--- src/rtl/pipeline_ctrl_if.sv ---
// Handshake bundle between the pipeline stages and the stall/flush controller.
// The perf counter signals exist only when STALL_PERF_CNT_EN is defined.
interface pipeline_ctrl_if
`ifdef STALL_PERF_CNT_EN
    #(parameter int CNT_W = 32)
`endif
    ;
    logic        stallreq_id;
    logic        stallreq_ex;
    logic        stallreq_mem;
    logic        exc_req;
    logic        wdt_clr;
    logic [5:0]  stall;
    logic        flush;
    logic [31:0] new_pc;
    logic        stall_timeout;
`ifdef STALL_PERF_CNT_EN
    logic [CNT_W-1:0] perf_stall_cyc;
    logic [CNT_W-1:0] perf_flush_cnt;
`endif

    modport master (
        output stallreq_id, stallreq_ex, stallreq_mem, exc_req, wdt_clr,
`ifdef STALL_PERF_CNT_EN
        input  perf_stall_cyc, perf_flush_cnt,
`endif
        input  stall, flush, new_pc, stall_timeout
    );

    modport slave (
        input  stallreq_id, stallreq_ex, stallreq_mem, exc_req, wdt_clr,
`ifdef STALL_PERF_CNT_EN
        output perf_stall_cyc, perf_flush_cnt,
`endif
        output stall, flush, new_pc, stall_timeout
    );
endinterface

--- src/rtl/pipeline_ctrl.sv ---
// Stall/flush controller: merges stage stall requests, sequences exception redirects
// and runs a stall watchdog. Optional perf counters are enabled by STALL_PERF_CNT_EN.
module pipeline_ctrl #(
    parameter logic [31:0] EXC_VECTOR    = 32'h00000020,
    parameter int          STALL_TIMEOUT = 64
`ifdef STALL_PERF_CNT_EN
    ,
    parameter int          CNT_W         = 32
`endif
) (
    input  logic             Clk,
    input  logic             Rst,
    pipeline_ctrl_if.slave   pc
);
    localparam int              CW       = $clog2(STALL_TIMEOUT) + 1;
    localparam logic [CW-1:0]   CNT_LAST = CW'(STALL_TIMEOUT - 1);
    localparam logic [CW-1:0]   CNT_ONE  = CW'(1);

    typedef enum logic [1:0] {
        RUN   = 2'd0,
        FLUSH = 2'd1,
        HALT  = 2'd2
    } state_e;

    state_e         state_q, state_d;
    logic [CW-1:0]  cnt_q, cnt_d;
    logic           timeout_q, timeout_d;
    logic           flush_q, flush_d;
    logic [31:0]    new_pc_q, new_pc_d;
    logic [5:0]     stall_s;
    logic [5:0]     stall_out_s;
    logic           any_req_s;

    assign any_req_s = pc.stallreq_id | pc.stallreq_ex | pc.stallreq_mem;

    // Next-state, watchdog counter and same-cycle stall vector.
    always_comb begin
        state_d   = state_q;
        cnt_d     = cnt_q;
        timeout_d = timeout_q;
        stall_s   = 6'b000000;
        case (state_q)
            RUN: begin
                if (pc.exc_req) begin
                    stall_s = 6'b111111;
                    state_d = FLUSH;
                    cnt_d   = {CW{1'b0}};
                end else begin
                    if (pc.stallreq_mem) begin
                        stall_s = 6'b011111;
                    end else if (pc.stallreq_ex) begin
                        stall_s = 6'b001111;
                    end else if (pc.stallreq_id) begin
                        stall_s = 6'b000111;
                    end else begin
                        stall_s = 6'b000000;
                    end
                    // Counter is held at its last value once HALT is entered, so it never wraps.
                    if (any_req_s) begin
                        if (cnt_q == CNT_LAST) begin
                            state_d   = HALT;
                            timeout_d = 1'b1;
                        end else begin
                            cnt_d = cnt_q + CNT_ONE;
                        end
                    end else begin
                        cnt_d = {CW{1'b0}};
                    end
                end
            end
            FLUSH: begin
                state_d = RUN;
                cnt_d   = {CW{1'b0}};
            end
            HALT: begin
                stall_s = 6'b111111;
                if (pc.wdt_clr) begin
                    state_d   = RUN;
                    timeout_d = 1'b0;
                    cnt_d     = {CW{1'b0}};
                end else begin
                    state_d = HALT;
                end
            end
            default: begin
                state_d = RUN;
                cnt_d   = {CW{1'b0}};
            end
        endcase

        if (Rst) begin
            stall_out_s = 6'b000000;
        end else begin
            stall_out_s = stall_s;
        end

        flush_d  = (state_d == FLUSH);
        if (state_d == FLUSH) begin
            new_pc_d = EXC_VECTOR;
        end else begin
            new_pc_d = 32'h00000000;
        end
    end

    // State and registered outputs, synchronous reset.
    always_ff @(posedge Clk) begin
        if (Rst) begin
            state_q   <= RUN;
            cnt_q     <= {CW{1'b0}};
            timeout_q <= 1'b0;
            flush_q   <= 1'b0;
            new_pc_q  <= 32'h00000000;
        end else begin
            state_q   <= state_d;
            cnt_q     <= cnt_d;
            timeout_q <= timeout_d;
            flush_q   <= flush_d;
            new_pc_q  <= new_pc_d;
        end
    end

    assign pc.stall         = stall_out_s;
    assign pc.flush         = flush_q;
    assign pc.new_pc        = new_pc_q;
    assign pc.stall_timeout = timeout_q;

`ifdef STALL_PERF_CNT_EN
    localparam logic [CNT_W-1:0] PERF_ONE = CNT_W'(1);

    logic [CNT_W-1:0] perf_stall_q, perf_stall_d;
    logic [CNT_W-1:0] perf_flush_q, perf_flush_d;

    // Saturating perf counters.
    always_comb begin
        perf_stall_d = perf_stall_q;
        perf_flush_d = perf_flush_q;
        if ((stall_out_s != 6'b000000) && (perf_stall_q != {CNT_W{1'b1}})) begin
            perf_stall_d = perf_stall_q + PERF_ONE;
        end else begin
            perf_stall_d = perf_stall_q;
        end
        if ((state_q == FLUSH) && (perf_flush_q != {CNT_W{1'b1}})) begin
            perf_flush_d = perf_flush_q + PERF_ONE;
        end else begin
            perf_flush_d = perf_flush_q;
        end
    end

    // Perf counter registers, cleared only by reset.
    always_ff @(posedge Clk) begin
        if (Rst) begin
            perf_stall_q <= {CNT_W{1'b0}};
            perf_flush_q <= {CNT_W{1'b0}};
        end else begin
            perf_stall_q <= perf_stall_d;
            perf_flush_q <= perf_flush_d;
        end
    end

    assign pc.perf_stall_cyc = perf_stall_q;
    assign pc.perf_flush_cnt = perf_flush_q;
`endif
endmodule

--- src/flat_wrapper.sv ---
// flat-port wrapper written by rule: the top's interface ports become plain ports
module pipeline_ctrl_flat 
#(
    parameter logic [31:0] EXC_VECTOR    = 32'h00000020,
    parameter int          STALL_TIMEOUT = 64

)
  (Clk, Rst, pc_stallreq_id, pc_stallreq_ex, pc_stallreq_mem, pc_exc_req, pc_wdt_clr, pc_stall, pc_flush, pc_new_pc, pc_stall_timeout);
  pipeline_ctrl_if pc_i ();
  input  logic Clk;
  input  logic Rst;
  input wire logic [$bits(pc_i.stallreq_id)-1:0] pc_stallreq_id;
  input wire logic [$bits(pc_i.stallreq_ex)-1:0] pc_stallreq_ex;
  input wire logic [$bits(pc_i.stallreq_mem)-1:0] pc_stallreq_mem;
  input wire logic [$bits(pc_i.exc_req)-1:0] pc_exc_req;
  input wire logic [$bits(pc_i.wdt_clr)-1:0] pc_wdt_clr;
  output wire logic [$bits(pc_i.stall)-1:0] pc_stall;
  output wire logic [$bits(pc_i.flush)-1:0] pc_flush;
  output wire logic [$bits(pc_i.new_pc)-1:0] pc_new_pc;
  output wire logic [$bits(pc_i.stall_timeout)-1:0] pc_stall_timeout;
  assign pc_i.stallreq_id = pc_stallreq_id;
  assign pc_i.stallreq_ex = pc_stallreq_ex;
  assign pc_i.stallreq_mem = pc_stallreq_mem;
  assign pc_i.exc_req = pc_exc_req;
  assign pc_i.wdt_clr = pc_wdt_clr;
  assign pc_stall = pc_i.stall;
  assign pc_flush = pc_i.flush;
  assign pc_new_pc = pc_i.new_pc;
  assign pc_stall_timeout = pc_i.stall_timeout;
  pipeline_ctrl #(.EXC_VECTOR(EXC_VECTOR), .STALL_TIMEOUT(STALL_TIMEOUT)) u_core (.Clk(Clk), .Rst(Rst), .pc(pc_i));
endmodule
--- config.mk ---
export PLATFORM = sky130hd
export DESIGN_NAME = pipeline_ctrl_flat
export DESIGN_NICKNAME = d
export VERILOG_FILES = /design/src/rtl/pipeline_ctrl_if.sv /design/src/rtl/pipeline_ctrl.sv /design/src/flat_wrapper.sv
export SDC_FILE = /design/constraint.sdc
export NUM_CORES = 1
export LEC_CHECK = 0
export ABC_AREA = 1
export ABC_CLOCK_PERIOD_IN_PS = 1500
export BUFFER_PORTS_ARGS = -buffer_cell sky130_fd_sc_hd__buf_2
export CAP_MARGIN = 20
export CORE_MARGIN = 2
export CORE_UTILIZATION = 45
export CTS_BUF_LIST = sky130_fd_sc_hd__clkbuf_8
export DETAILED_ROUTE_END_ITERATION = 8
export PLACE_DENSITY = 0.81
export SYNTH_ARGS = -nofsm -noshare
export SYNTH_HDL_FRONTEND = slang
export SYNTH_SLANG_ARGS = --single-unit
--- constraint.sdc ---
create_clock -name Clk -period 1.5 [get_ports Clk]
set_input_delay 0.225 -clock Clk [delete_from_list [all_inputs] [get_ports Clk]]
set_output_delay 0.225 -clock Clk [all_outputs]
set_load 0.005 [all_outputs]
### Word level (Yosys, flattened, before mapping)

Index checks and enable logic that the tools add are counted.

* bits of input ports: 7
* register bits: 43
* memory bits (writable): 0
* memories kept: 0
* bits in latches: 0
* memory bits (read-only): 0

* shifts and indexed selects: 0
* reductions and logical operators: 4
* multipliers: 0
* magnitude comparators: 0
* multiplexer cells: 22
* divide/modulo/power cells: 0
* bitwise gates (word level): 2
* add/sub/neg operators: 1
* equal/unequal tests: 8

Operator list (number)
* 6-bit two-way mux: 5
* 7-bit two-way mux: 4
* 7-bit case mux with 2 select lines: 1
* 6-bit case mux with 2 select lines: 1
* 2-bit two-way mux: 4
* 7-bit by 1-bit adder with 7-bit output, second input constant: 1
* 7-bit by 6-bit equality test with 1-bit output, second input constant: 1
* 5-bit AND reduction: 1
* 1-bit two-way mux: 4
* 2-bit by 1-bit inequality test with 1-bit output, second input constant: 2
* 2-bit inequality test, second input constant: 2
* 4-bit inequality test, second input constant: 1
* 2-bit case mux with 2 select lines: 1
* 3-bit two-way mux: 1
* 2-bit by 1-bit equality test with 1-bit output, second input constant: 1
* 2-bit equality test, second input constant: 1
* 2-bit zero test: 1
* 1-bit OR: 2
* 1-bit case mux with 2 select lines: 1
* 2-bit AND reduction: 1
* 2-bit nonzero test: 1

### Depth between registers and ports, before layout

Gate-level depths: netlist of the first run.

* depth after elaboration: 7
* mapped depth: 8
* gate-level depth less buffers: 8

### Worst setup path after synthesis of the first run

No wires, ideal clock.

* path type: reg-to-reg
* from: register u_core.cnt_q[0]
* to: register u_core.cnt_q[0]
* stages on the path, launching flop included: 9
* setup time: 0.116 ns
* required time: 1.384 ns
* buffers on the path: 0
* path slack: 0.173 ns
* arrival time: 1.211 ns
* cell sequence: dfxtp_1 -> ha_1 -> nand3_1 -> nor2_1 -> nand3_2 -> nand2_4 -> inv_1 -> nor2_1 -> nor2_1

* word-level cells in the longest chain between the ends: 5
* elaborated cells between the ends (all ways): 8
* those cells by class: add/sub (1); eq/ne (2); mux (4); reduce/logical (1)

RTL lines
* start: declaration: line pipeline_ctrl.sv:26 `logic [CW-1:0] cnt_q, cnt_d;`
* start signal: assignment: line pipeline_ctrl.sv:109 `cnt_q <= {CW{1'b0}};`
* start signal: assignment: line pipeline_ctrl.sv:115 `cnt_q <= cnt_d;`
* 7-bit by 1-bit adder with 7-bit output: line pipeline_ctrl.sv:64 `cnt_d = cnt_q + CNT_ONE;`
* 7-bit two-way mux: line pipeline_ctrl.sv:60 `if (cnt_q == CNT_LAST) begin`
* 7-bit two-way mux: line pipeline_ctrl.sv:59 `if (any_req_s) begin`
* 7-bit two-way mux: line pipeline_ctrl.sv:44 `if (pc.exc_req) begin`
* 7-bit case mux with 2 select lines: line pipeline_ctrl.sv:42 `case (state_q)`

Parallel ways exist; a longest one is shown, timed or not. The select of a mux whose other input is x is not followed.
A chain may end at the register's enable or synchronous reset.

### Final worst setup path of the first run

* from: register u_core.cnt_q[0]
* to: register u_core.cnt_q[1]

Same word-level chain as after synthesis.

==> flow_metrics.tcl, run 1 <==
set metrics [dict create \
    critical_path.max_stage_delay_ps 380 \
    cpMaxStageDelayCell "dfxtp_2" \
    ff2ff_path_depth 8 \
    maxSlewViolCount 0 \
    final_cell_mix "conb_1 (31), nor2_1 (20), inv_1 (19)" \
    hold_violations 0 \
    holdCritPathClass "input port to flop" \
    synthCells 129 \
    post-cts-setup-buffers 0 \
    hpwl_um 1120 \
    leakage_nw 0.488 \
    clk_path_buf_depth 2 \
    synth-seq-cells 11 \
    ios 47 \
    final_common_cell "conb_1" \
    rsz0062_at_grt "no" \
    fin_setup_tns_ps 0 \
    numCtsBuffers 3 \
    grt_max_degree 7 \
    groute.usage.overall_pct 13.1 \
    drv_cap 0 \
    vias 738 \
    max_clock_freq_mhz 730 \
    avgSynthCellArea_um2 6.61 \
    power_per_cell_area_nw_per_um2 752 \
    critPathCapture "u_core.cnt_q[1]$_SDFFE_PP0P_" \
    layout.nets 153 \
    netlist_top_cells_area "buf_4 (30%), dfxtp_1 (26%), nor2_1 (9.2%)" \
    gr-total-overflow 0 \
    crit_top_cell "nor2_1" \
    design_power_total_uw 674 \
    setup-violations-final 0 \
    critPathMaxFanout 6 \
    yosysUniqueCellTypes 16 \
    synth_warnings 0 \
    dieArea_um2 2260 \
    ant_nets 0 \
    die_x_um 47.5 \
    place.gp.congestion 0.815 \
    initial_core_util_pct 48.4 \
    drtIter0Drc 24 \
    critical_path_arrival_ps 1490 \
    clk_latency_ps 230 \
    antenna_found_initial 0 \
    holdWs_ps 242 \
    critPathKind "flop to flop" \
    postCtsHoldBufs 0 \
    synth.top_cell.area_share_pct 29.9 \
    cp-startpoint "u_core.cnt_q[0]$_SDFFE_PP0P_" \
    die_h_um 47.5 \
    synth_largest_area_cell "buf_4" \
    clock_sinks 11 \
    required_ps 1620 \
    ir_drop_mv 0.478 \
    syn_area_um2 853 \
    status "completed" \
    drc 0 \
    io_buffer_count 15 \
    grt_pass1_vias 554 \
    wl_per_cell_um 9.05 \
    reg2reg_slack_ps 130 \
    path_cells "ha_4 -> nand3_2 -> nor2_4 -> nand3_4 -> nand2_4 -> inv_1 -> nor2_1 -> nor2_1" \
    clk_pin_slew_ps 50 \
    cts-root-buf "clkbuf_8" \
    drtPass1Iterations 4 \
    cts_tree "built" \
    syn2layout_area_growth_pct 5.13 \
    viasPerCell 4.37 \
    drive_above_1_share_pct 18.1 \
    placementRows 15 \
    grt_first_pass_wirelength_um 2080 \
    critPathCaptureType "flop" \
    hold_depth 2 \
    post-route-period-util_pct 91.3 \
    skew_ps 2.16 \
    yosysSeqAreaShare_pct 25.8 \
    htree_levels 1 \
    finalCriticalPeriod_ps 1370 \
    n_antenna_cell 0 \
    r2r_start "u_core.cnt_q[0]$_SDFFE_PP0P_" \
    core_um2 1760 \
    wirelength_um 1530 \
    timing.rr.end "u_core.cnt_q[1]$_SDFFE_PP0P_" \
    startpoint_type "flop" \
]
## per-stage QoR
| stage | cell area, µm² | util, % | cells | worst slack [ps] |
|---|---|---|---|---|
| after detailed placement | 817 | 46.3 | 165 | 22.2 |
| after global routing | 897 | 50.9 | 169 | 35.7 |
| after CTS | 867 | 49.1 | 169 | 27.8 |
| final | 897 | 50.9 | 169 | 131 |
| after floorplan | 966 | - | 159 | 173 |
| after global placement | 817 | 46.3 | 165 | 108 |
## routing by layer
metal  share of wire [%]  track usage (%)
met5                   0                0
met3                  11             4.53
met1                  39             14.4
met4                   0             5.95
met2                  50             22.7
## state kept, by name (all words and copies together) (netlist names)
name,cells
u_core.cnt_q,7
u_core.state_q,2
u_core.pc.new_pc,1
u_core.pc.stall_timeout,1
## critical path, delay by kind of cell (launching register included)
| kind | cells | cell delay (ps) |
|---|---|---|
| flops | 1 | 380 |
| buf+inv | 1 | 70 |
| fa+ha+maj | 1 | 170 |
| simple gates | 6 | 630 |
## kinds of logic (layout without fill, tap and decap cells)
family                   Yosys count  after routing  share of synthesized area, %
AND/OR/NAND/NOR                   53             53                          27.6
buffers and inverters             52             37                          37.8
flip-flops                        11             11                          25.8
AO/OA/AOI/OAI                     10             10                          5.87
adder cells (fa/ha/maj)            1              1                          1.47
other                              1             31                         0.439
XOR/XNOR                           1              1                          1.03
## area by class of cell
type                       count  area (µm²)
fill                         195         867
multi-input combinational     96         455
sequential                    11         223
timing repair buffer          15        75.1
inverter                      18        67.6
clock buffer                   3        41.3
tap                           25        31.3
clock inverter                 1        3.75
## cell usage after synthesis
master and count:
inv_1 18, buf_4 34, nand2_1 17, xor2_1 1, ha_1 1, dfxtp_1 11
nand3_2 1, a21oi_1 6, o21ai_0 4, nand4_1 3, conb_1 1, nand3_1 7
nor3_1 2, and3_2 1, nor2_1 21, nand2_4 1
## report_power, final
group	internal (mW)	switching, mW
Sequential	0.299	0.00578
Clock	0.179	0.104
Combinational	0.0275	0.0591
Total	0.505	0.169
## worst min-delay path by stage
stage / from / to / slack (ps)
floorplan: Rst / u_core.cnt_q[2]$_SDFFE_PP0P_ / 290
global placement: u_core.pc.stall_timeout$_SDFFE_PP0P_ / u_core.pc.stall_timeout$_SDFFE_PP0P_ / 460
detailed placement: u_core.pc.stall_timeout$_SDFFE_PP0P_ / u_core.pc.stall_timeout$_SDFFE_PP0P_ / 450
CTS: Rst / u_core.pc.stall_timeout$_SDFFE_PP0P_ / 240
global route: Rst / u_core.cnt_q[4]$_SDFFE_PP0P_ / 250
finish: Rst / u_core.pc.stall_timeout$_SDFFE_PP0P_ / 240
## timing repair
action / in CTS / in global routing
gates resized for setup: 3 / 5
pin swaps: 2 / 1
setup endpoints to repair: 2 / 3
cloned: 0 / 0
Power figures use the tool's default switching activity.
==> inputs of run 2 (changes only) <==
ABC_CLOCK_PERIOD_IN_PS = 1200   (was 1500)
CORE_UTILIZATION = 41   (was 45)
PLACE_DENSITY = 0.78   (was 0.81)
clock period = 1.2 ns   (was 1.5 ns; I/O delays follow)
==> flow_metrics.tcl, run 2 (same netlist as run 1, synthesis figures left out) <==
set metrics [dict create \
    status "finished with violations" \
    violations "negative setup slack" \
    drtIter0Drc 12 \
    top_regs "u_core.cnt_q: 7 flops, u_core.state_q: 2 flops" \
    die_h_um 49.6 \
    clk_pin_slew_ps 60 \
    layout.nets 167 \
    antenna_found_initial 0 \
    final_cell_mix "conb_1 (31), inv_1 (16), nor2_1 (15), buf_2 (15), nand2_1 (14)" \
    fin_setup_tns_ps -301 \
    final_cells 185 \
    dpl.cell_count 181 \
    viasPerCell 4.40 \
    dieArea_um2 2460 \
    cp_top_family "flip-flops" \
    post-route-util_pct 55.8 \
    placementRows 16 \
    dp_slack_ps -101 \
    path_cells "buf_6 -> nor2_4 -> a21oi_4 -> buf_2" \
    syn2layout_area_growth_pct 28.3 \
    post-route-period-util_pct 104 \
    drc 0 \
    critical_path.max_stage_delay_ps 330 \
    timing.rr.end "u_core.cnt_q[0]$_SDFFE_PP0P_" \
    hpwl_um 1370 \
    clk_latency_ps 250 \
    ant_nets 0 \
    cpMaxStageDelayCell "dfxtp_2" \
    cts_tree "built" \
    route.met3.wl_um 195 \
    finalCriticalPeriod_ps 1250 \
    groute.usage.overall_pct 15.5 \
    holdWs_ps 220 \
    rsz0062_at_grt "yes" \
    core_um2 1960 \
    fillers 181 \
    regMostFlops "u_core.cnt_q" \
    r2r_start "u_core.cnt_q[1]$_SDFFE_PP0P_" \
    top_layer "met4" \
    postCtsHoldBufs 0 \
    critPathKind "flop to output port" \
    largest_reg_flops 7 \
    grt_max_degree 8 \
    required_ps 1020 \
    initial_core_util_pct 43.5 \
    ir_drop_mv 0.572 \
    grt_pass1_vias 740 \
    die_x_um 49.6 \
    gr-total-overflow 0 \
    holdCritPathClass "input port to flop" \
    wl_met1_um 707 \
    wirelength_um 1950 \
    drtPass1Iterations 5 \
    drive_above_1_share_pct 37.3 \
    ios 47 \
    place.gp.congestion 0.826 \
    wl_per_cell_um 10.5 \
    io_buffer_count 15 \
    critPathBufInv 2 \
    drv_cap 0 \
    maxSlewViolCount 0 \
    n_antenna_cell 0 \
    critical_path_arrival_ps 1070 \
    cts-root-buf "clkbuf_8" \
    power_per_cell_area_nw_per_um2 830 \
    leakage_nw 0.568 \
    reg2reg_slack_ps -40 \
    startpoint_type "flop" \
    met2_length_um 964 \
    final_common_cell "conb_1" \
    hold_violations 0 \
    critPathMaxFanout 4 \
    grt_first_pass_wirelength_um 2930 \
    hold_depth 4 \
    numCtsBuffers 3 \
    clk_path_buf_depth 2 \
    htree_levels 1 \
    hold_end "u_core.pc.stall_timeout$_SDFFE_PP0P_" \
    setup-violations-final 8 \
    ff2ff_path_depth 8 \
    fin_ws_ps -47.2 \
    vias 814 \
    skew_ps 3.35 \
    clock_sinks 11 \
    max_clock_freq_mhz 802 \
    critPathCaptureType "output port" \
    worstHoldStart "pc_wdt_clr" \
]
[run 2: timing repair]
action                     4_1_cts  5_1_grt
setup endpoints to repair       14       14
gates resized for setup         14       18
pin swaps                        4        9
setup buffers                    0        1
[run 2: worst register-to-register path: cells and delay by family (launching register included)]
kind | cells | cell delay [ps]
DFF | 1 | 350
buffers and inverters | 1 | 60
and+or+nand+nor | 6 | 580
adders and majority gates | 1 | 150
[run 2: how the worst max path moves through the flow]
stage	from	end	slack, ps	cells after the start
after floorplan	u_core.cnt_q[1]$_SDFFE_PP0P_	u_core.cnt_q[1]$_SDFFE_PP0P_	-10	8
after global placement	u_core.cnt_q[1]$_SDFFE_PP0P_	u_core.cnt_q[1]$_SDFFE_PP0P_	-5	8
after detailed placement	u_core.cnt_q[1]$_SDFFE_PP0P_	u_core.cnt_q[0]$_SDFFE_PP0P_	-100	8
after CTS	u_core.cnt_q[1]$_SDFFE_PP0P_	u_core.cnt_q[1]$_SDFFE_PP0P_	-20	8
after global routing	u_core.cnt_q[1]$_SDFFE_PP0P_	u_core.cnt_q[0]$_SDFFE_PP0P_	-120	8
final	u_core.state_q[1]$_SDFF_PP0_	pc_stall[0]	-50	4
[run 2: layout make-up]
type                       instances  area, µm²  share of cell area (%)
multi-input combinational         96        519                    47.4
sequential                        11        226                    20.7
timing repair buffer              29        199                    18.2
inverter                          18       70.1                    6.40
clock buffer                       3       41.3                    3.77
tap                               27       33.8                    3.09
clock inverter                     1       5.00                   0.457
[run 2: per-layer routing]
metal | vias up | global-route usage [%]
met2 | 57 | 29.1
met1 | 352 | 14.2
met3 | 11 | 4.85
met4 | 0 | 9.72
met5 | - | 0
li1 | 394 | -
[run 2: power by group]
part | internal (mW) | switching, mW | total, mW
Combinational | 0.0531 | 0.0895 | 0.143
Sequential | 0.373 | 0.00513 | 0.378
Clock | 0.229 | 0.159 | 0.388
Total | 0.655 | 0.253 | 0.909
[run 2: per-stage QoR]
stage                     power, mW  cell area, µm²
final                         0.909            1090
after global routing          0.951            1090
after CTS                     0.903            1040
after detailed placement      0.506             945
after global placement        0.503             945
after floorplan               0.534             986
==> inputs of run 3 (changes only) <==
CTS_BUF_LIST = sky130_fd_sc_hd__clkbuf_2 sky130_fd_sc_hd__clkbuf_4 sky130_fd_sc_hd__clkbuf_8   (was sky130_fd_sc_hd__clkbuf_8)
MAX_ROUTING_LAYER = met4   (was not set)
==> flow_metrics.tcl, run 3 (same netlist as run 1, synthesis figures left out) <==
set metrics [dict create \
    regMostFlops "u_core.cnt_q" \
    groute.usage.overall_pct 15.6 \
    clock_sinks 11 \
    holdCritPathClass "input port to flop" \
    clk_pin_slew_ps 80 \
    drtIter0Drc 21 \
    required_ps 1020 \
    clk_path_buf_depth 2 \
    n_antenna_cell 0 \
    final_cells 187 \
    critPathCaptureType "output port" \
    drv_cap 0 \
    finalCriticalPeriod_ps 1230 \
    wirelength_um 1860 \
    status "finished with violations" \
    die_h_um 49.6 \
    drc 0 \
    critical_path_arrival_ps 1050 \
    ff2ff_path_depth 8 \
    hold_depth 4 \
    initial_core_util_pct 43.5 \
    startpoint_type "flop" \
    hold_violations 0 \
    io_buffer_count 15 \
    largest_reg_flops 7 \
    power_per_cell_area_nw_per_um2 731 \
    timing.rr.end "u_core.cnt_q[1]$_SDFFE_PP0P_" \
    drtPass1Iterations 4 \
    vias 814 \
    critPathKind "flop to output port" \
    wl_per_cell_um 9.96 \
    leakage_nw 0.565 \
    max_clock_freq_mhz 814 \
    skew_ps 4.84 \
    clk_latency_ps 280 \
    antenna_found_initial 0 \
    final_common_cell "conb_1" \
    hpwl_um 1370 \
    cts_tree "built" \
    worstHoldStart "pc_wdt_clr" \
    fin_ws_ps -27.9 \
    htree_levels 1 \
    gr-total-overflow 0 \
    violations "negative setup slack" \
    placementRows 16 \
    top_regs "u_core.cnt_q: 7 flops, u_core.state_q: 2 flops" \
    rsz0062_at_grt "yes" \
    hold_end "u_core.pc.stall_timeout$_SDFFE_PP0P_" \
    ant_nets 0 \
    core_um2 1960 \
    drive_above_1_share_pct 36.9 \
    grt_max_degree 8 \
    layout.nets 169 \
    ir_drop_mv 0.471 \
    dp_slack_ps -101 \
    post-route-period-util_pct 102 \
    cts-root-buf "clkbuf_4" \
    numCtsBuffers 3 \
    reg2reg_slack_ps -30 \
    die_x_um 49.6 \
    ios 47 \
    final_cell_mix "conb_1 (31), inv_1 (16), nor2_1 (16)" \
    cpMaxStageDelayCell "dfxtp_2" \
    critPathBufInv 2 \
    grt_first_pass_wirelength_um 2900 \
    placed_cell_area_um2 945 \
    syn2layout_area_growth_pct 24.6 \
    r2r_start "u_core.cnt_q[1]$_SDFFE_PP0P_" \
    place.gp.congestion 0.839 \
    setup-violations-final 7 \
    design_area_um2 1060 \
    dpl.cell_count 181 \
    cp_top_family "flip-flops" \
    path_cells "buf_6 -> nor2_4 -> a21oi_2 -> buf_2" \
    dieArea_um2 2460 \
    critical_path.max_stage_delay_ps 350 \
    grt_pass1_vias 747 \
    maxSlewViolCount 0 \
    viasPerCell 4.35 \
    critPathMaxFanout 4 \
]
[run 3: cell count changes in the layout (fill, tap and decap cells not counted), sizes merged]
cell and change:
buf +2
[run 3: worst max path at each step]
| stage | start | end | cells after the start |
|---|---|---|---|
| 2_1_floorplan | u_core.cnt_q[1]$_SDFFE_PP0P_ | u_core.cnt_q[1]$_SDFFE_PP0P_ | 8 |
| 3_3_place_gp | u_core.cnt_q[1]$_SDFFE_PP0P_ | u_core.cnt_q[1]$_SDFFE_PP0P_ | 8 |
| 3_5_place_dp | u_core.cnt_q[1]$_SDFFE_PP0P_ | u_core.cnt_q[0]$_SDFFE_PP0P_ | 8 |
| 4_1_cts | u_core.state_q[1]$_SDFF_PP0_ | pc_stall[0] | 4 |
| 5_1_grt | u_core.state_q[1]$_SDFF_PP0_ | pc_stall[4] | 4 |
| 6_report | u_core.state_q[1]$_SDFF_PP0_ | pc_stall[0] | 4 |
[run 3: layer usage]
metal	global-route usage, %	routed length (µm)
met2	28.4	906
met3	3.64	177
met4	9.72	78
met5	-	0
met1	14.6	701
[run 3: repair_timing]
item                       CTS  global route
cloned                       0             0
setup buffers                2             0
pin swaps                    5             5
hold buffers                 0             0
setup endpoints to repair   14            15
resized for setup           13            12
[run 3: power breakdown]
part           switching (mW)  internal [mW]  leakage [nW]
combinational          0.0827         0.0491         0.455
sequential            0.00493          0.372        0.0917
clock                   0.144          0.124        0.0177
total                   0.232          0.545         0.565
[run 3: layout make-up]
class / instances / area, µm²
Fill cell: 181 / 898
Multi-Input combinational cell: 96 / 503
Sequential cell: 11 / 226
Timing Repair Buffer: 31 / 203
Inverter: 18 / 70.1
Tap cell: 27 / 33.8
Clock buffer: 3 / 22.5
Clock inverter: 1 / 5.00
[run 3: through the flow]
| step | setup TNS [ps] | utilization (%) | hold slack [ps] | total power, mW |
|---|---|---|---|---|
| floorplan | -20.5 | - | 249 | 0.534 |
| global placement | -9.82 | 48.2 | 455 | 0.503 |
| detailed placement | -280 | 48.2 | 470 | 0.506 |
| CTS | -189 | 52.9 | 174 | 0.783 |
| global route | -1170 | 54.2 | 185 | 0.821 |
| finish | -176 | 54.2 | 180 | 0.777 |
[run 3: worst register-to-register path, cell delays in order (launching register included)]
cell     delay [ps]
dfxtp_2         350
ha_4            150
nand3_4          70
nor2_4          110
nand3_4         130
nand2_4         140
inv_4            50
nor2_1           80
nor2_1           50
